File: src/rtl/regfile_access_ctrl.sv
// -----------------------------------------------------------------------------
// regfile_access_ctrl
//
// Sequencer placed directly in front of the 32x16 register file. It accepts
// one access request at a time, pulses the register file's valid lines for a
// single cycle, holds addresses and write data stable while the register
// file's 2-cycle internal delay runs, captures the read ports on the correct
// edge and returns the result on a valid/ready response channel. Serialising
// all accesses removes read-after-write and re-trigger hazards for requesters.
//
// Ports
//   clk, rst_n                       clock (rising edge), async active-low reset
//   req_valid / req_ready            request handshake
//   req_rd1, req_rd2, req_wr         read port 1 / read port 2 / write enables
//   req_raddr1, req_raddr2           read addresses
//   req_waddr, req_wdata             write address and data
//   resp_valid / resp_ready          response handshake
//   resp_rdata1, resp_rdata2         read results (0 for a disabled port)
//   rf_valid[2:0]                    to register file: {wr, rd2, rd1}
//   rf_read_addr_1/2, rf_write_addr  to register file
//   rf_write_data                    to register file
//   rf_read_1, rf_read_2             from register file
//
// Every output is a register: there is no combinational path from req_* or
// resp_ready to any output.
// -----------------------------------------------------------------------------
module regfile_access_ctrl #(
  parameter int DATA_W       = 16,
  parameter int ADDR_W       = 5,
  parameter int DRAIN_CYCLES = 3
) (
  input  logic              clk,
  input  logic              rst_n,
  input  logic              req_valid,
  output logic              req_ready,
  input  logic              req_rd1,
  input  logic              req_rd2,
  input  logic              req_wr,
  input  logic [ADDR_W-1:0] req_raddr1,
  input  logic [ADDR_W-1:0] req_raddr2,
  input  logic [ADDR_W-1:0] req_waddr,
  input  logic [DATA_W-1:0] req_wdata,
  output logic              resp_valid,
  input  logic              resp_ready,
  output logic [DATA_W-1:0] resp_rdata1,
  output logic [DATA_W-1:0] resp_rdata2,
  output logic [2:0]        rf_valid,
  output logic [ADDR_W-1:0] rf_read_addr_1,
  output logic [ADDR_W-1:0] rf_read_addr_2,
  output logic [ADDR_W-1:0] rf_write_addr,
  output logic [DATA_W-1:0] rf_write_data,
  input  logic [DATA_W-1:0] rf_read_1,
  input  logic [DATA_W-1:0] rf_read_2
);

  localparam int CNT_W = (DRAIN_CYCLES < 2) ? 1 : $clog2(DRAIN_CYCLES + 1);

  typedef enum logic [2:0] {
    DRAIN,
    IDLE,
    ISSUE,
    WAIT1,
    WAIT2,
    CAPT,
    RESP
  } state_t;

  state_t           state;
  logic [CNT_W-1:0] drain_cnt;
  // Read enables of the accepted request, kept for the capture cycle.
  logic             rd1_en;
  logic             rd2_en;

  always_ff @(posedge clk or negedge rst_n) begin
    if (!rst_n) begin
      state          <= DRAIN;
      drain_cnt      <= CNT_W'(DRAIN_CYCLES);
      rd1_en         <= 1'b0;
      rd2_en         <= 1'b0;
      req_ready      <= 1'b0;
      resp_valid     <= 1'b0;
      resp_rdata1    <= '0;
      resp_rdata2    <= '0;
      rf_valid       <= 3'b000;
      rf_read_addr_1 <= '0;
      rf_read_addr_2 <= '0;
      rf_write_addr  <= '0;
      rf_write_data  <= '0;
    end else begin
      // rf_valid is a single-cycle pulse: re-asserting it would restart the
      // register file's internal delay counter.
      rf_valid <= 3'b000;

      case (state)
        // Wait for any access that was in flight at reset to complete. Its
        // addresses/data are now zero, so a pending write lands in scratch
        // register 0.
        DRAIN: begin
          if (drain_cnt <= CNT_W'(1)) begin
            drain_cnt <= '0;
            req_ready <= 1'b1;
            state     <= IDLE;
          end else begin
            drain_cnt <= drain_cnt - 1'b1;
          end
        end

        IDLE: begin
          if (req_valid && req_ready) begin
            req_ready      <= 1'b0;
            // Addresses and write data stay put until the next acceptance.
            rf_read_addr_1 <= req_raddr1;
            rf_read_addr_2 <= req_raddr2;
            rf_write_addr  <= req_waddr;
            rf_write_data  <= req_wdata;
            rd1_en         <= req_rd1;
            rd2_en         <= req_rd2;
            if (req_rd1 || req_rd2 || req_wr) begin
              rf_valid <= {req_wr, req_rd2, req_rd1};
              state    <= ISSUE;
            end else begin
              // Null request: answer immediately with zero data.
              resp_rdata1 <= '0;
              resp_rdata2 <= '0;
              resp_valid  <= 1'b1;
              state       <= RESP;
            end
          end
        end

        ISSUE: state <= WAIT1;
        WAIT1: state <= WAIT2;
        WAIT2: state <= CAPT;

        // Register file read ports were updated on the previous edge.
        CAPT: begin
          resp_rdata1 <= rd1_en ? rf_read_1 : '0;
          resp_rdata2 <= rd2_en ? rf_read_2 : '0;
          resp_valid  <= 1'b1;
          state       <= RESP;
        end

        RESP: begin
          if (resp_ready) begin
            resp_valid <= 1'b0;
            req_ready  <= 1'b1;
            state      <= IDLE;
          end
        end

        default: begin
          req_ready  <= 1'b0;
          resp_valid <= 1'b0;
          drain_cnt  <= CNT_W'(DRAIN_CYCLES);
          state      <= DRAIN;
        end
      endcase
    end
  end

endmodule

File: config.mk
export PLATFORM = sky130hd
export DESIGN_NAME = regfile_access_ctrl
export DESIGN_NICKNAME = d
export VERILOG_FILES = /design/src/rtl/regfile_access_ctrl.sv
export SDC_FILE = /design/constraint.sdc
export NUM_CORES = 1
export LEC_CHECK = 0
export ABC_AREA = 1
export CAP_MARGIN = 20
export CORE_AREA = 3 3 106 108
export DETAILED_ROUTE_END_ITERATION = 6
export DIE_AREA = 0 0 109 111
export GPL_ROUTABILITY_DRIVEN = 0
export HOLD_SLACK_MARGIN = 0.06
export SETUP_SLACK_MARGIN = 0.2
export SLEW_MARGIN = 40
export SYNTH_ARGS = -nofsm -noshare
export SYNTH_HDL_FRONTEND = slang
export SYNTH_SLANG_ARGS = --single-unit
File: constraint.sdc
create_clock -name clk -period 2.2 [get_ports clk]
set_input_delay 0.44 -clock clk [delete_from_list [all_inputs] [get_ports clk]]
set_output_delay 0.44 -clock clk [all_outputs]
set_load 0.005 [all_outputs]
==> out/metrics.yaml <==
drt-wirelength-per-cell_um: 12.1
holdPathStages: 2
cts_tree: "done"
yosysSeqAreaShare: 0.603
synth_top_area_frac: 0.586
portBuffers: 137
dr_total_vias: 2569
max_cap_viol_count: 0
synth_area_leaders: "dfrtp_1 (59%), nand2_1 (18%), inv_1 (4.9%)"
p_switching_mw: 1.67
reg2reg_from: "state[0]"
floorplan.initialDensity: 0.302
hold_violations: 0
hold_path_class: "reg -> reg"
path_depth: 1
syn2layout_area_growth_pct: 54.3
post_cts_buffers: 0
swShare: 0.314
viasPerCell: 4.11
async_reset_ff_frac: 1.00
p_seq_frac: 0.406
worstSetupPathType: "reg -> out"
diodes: 0
combinationalPowerShare: 0.378
reg2reg_depth: 6
grt_usage: 0.131
cts_buffers: 9
vdd_ir_drop_max_mv: 0.475
reg2reg_slack_ns: 0.75
synth_area_leader_cell: "dfrtp_1"
overflow: 0
critPathLaunchType: "register"
synthCells: 346
finalSetupViolCount: 0
insertion_delay_ns: 0.34
clockBufferDepth: 2
max_freq_mhz: 602
crit_end: "resp_rdata2[11]"
avgSynthCellArea_um2: 9.01
finalCriticalPeriod_ns: 1.66
die_x_um: 109
drtIter0Drc: 79
layout.nets: 554
path_buf_inv: 1
firstDrtPassIters: 4
ys_warn_count: 0
timing.rr.end: "resp_rdata1[6]"
synth_flop_cell: "dfrtp_1"
clk_pin_slew_worst_paths_ns: 0.08
fin_tns_setup_ns: 0
worstPathArrival_ns: 1.22
synth_nets: 416
p_leak_nw: 2.41
crit_chain: "clkdlybuf4s50_1"
rsz0062_at_grt: "no"
grt_pass1_vias: 2632
grt_pass1_wl_um: 12700
worstSetupStartpoint: "resp_rdata2[11]"
htreeDepth: 3
period_share: 0.755
root_buffer: "clkbuf_8"
power_frac_clock: 0.216
antenna_found_initial: 0
netlist_area_um2: 3120
drive_gt1_frac: 0.0716
relSlewSlack: 0.727
fin_worst_skew_ns: 0.0109
synthTopCellsByCount: "nand2_1 (151), dfrtp_1 (73), inv_1 (41), o21ai_0 (16), o21ai_1 (15)"
cp_max_fo: 2
cp_top_family: "buffers and inverters"
yosysMostFrequentCell: "nand2_1"
worstPathRequired_ns: 1.76
die_h_um: 111
max_stage_delay_ns: 0.53
ys_types: 23
postCtsResizedCells: 0
synth_edf_count: 0
cellPowerDensity_nw_per_um2: 1110
die_area_um2: 12100
post-dp-hpwl_um: 5610
cts_num_sinks: 75
holdWs_ns: 0.472
status: "complete, no violations"
grt_max_degree: 69
tightest_slew_ns: 0.409
internal_power_mw: 3.66
pin_count: 138
coreArea_um2: 10300
wl_um: 7590
endpoint_kind: "primary output"
ys_seq_elements: 75
critPathSlowestCell: "clkdlybuf4s50_1"
fp-row-count: 37
ant_nets: 0
slew_viol_final: 0
drc: 0
hold_buffers: 1
-- routing by layer --
layer	GRT usage	vias to the layer above	share of wire
met1	0.165	1160	0.44
met4	0.0404	0	0.013
met2	0.208	79	0.47
met5	0	-	0
met3	0.0489	8	0.084
li1	-	1322	-
-- sequential cells by signal, summed over array words and instances, names as in the netlist, 2 cells and up --
signal / cells
rf_write_addr: 5
state: 3
rf_valid: 3
drain_cnt: 2
rf_read_addr_1: 5
resp_rdata2: 16
rf_write_data: 16
resp_rdata1: 16
rf_read_addr_2: 5
-- stage by stage --
step	util	power, mW	setup WS (ns)	cell area, um2	std cells
after floorplan	-	3.07	0.936	3120	346
after global placement	0.444	4.21	0.452	4580	608
after detailed placement	0.444	4.24	0.447	4580	608
after CTS	0.466	5.43	0.495	4810	625
after global routing	0.466	5.77	0.446	4810	625
final	0.466	5.33	0.539	4810	625
-- power groups by stage --
stage          Sequential, mW  Clock (mW)  Combinational [mW]
3_3_place_gp             2.18           0                2.03
3_5_place_dp             2.19           0                2.05
5_1_grt                  2.23        1.27                2.27
4_1_cts                  2.17        1.20                2.06
6_report                 2.16        1.15                2.01
2_1_floorplan            2.18           0               0.897
-- area by class of cell --
type	count	area [um2]
Fill cell	1020	5510
Clock inverter	6	90.1
Sequential cell	75	1880
Clock buffer	10	128
Multi-Input combinational cell	216	966
Timing Repair Buffer	140	1420
Inverter	42	158
Tap cell	136	170
-- cells by family after synthesis --
group                     count (synthesis)  synth area share
AOI/OAI and AO/OA                        37            0.0662
DFF                                      75             0.603
and+or+nand+nor                         178             0.241
xor gates and xnor gates                  1           0.00281
buffers and inverters                    55            0.0871
-- tightest hold or removal path: cells and delay by family (launching register included) --
family / cells / cell delay, ns
flip-flops: 1 / 0.35
AND/OR/NAND/NOR: 2 / 0.09
-- cells in the final DEF (no fill, tap or decap), types with 3 or more instances in the layout --
cell	instances
clkdlybuf4s50_1	136
nor2_1	9
inv_1	41
clkbuf_8	9
o21ai_1	15
o21ai_2	5
nand2_1	151
nand3_2	3
o21ai_0	16
dfrtp_1	73
nand3_1	6
-- worst min-delay path by stage --
stage | from | to | slack, ns
final | resp_rdata1[14] | resp_rdata1[14] | 0.47
after global routing | resp_rdata2[6] | resp_rdata2[6] | 0.50
after CTS | resp_rdata2[3] | resp_rdata2[3] | 0.48
after detailed placement | rst_n | rf_valid[0] | 0.40
after global placement | rst_n | rf_valid[0] | 0.41
after floorplan | rst_n | rd1_en | 0.14
(Power assumes the default switching activity.)
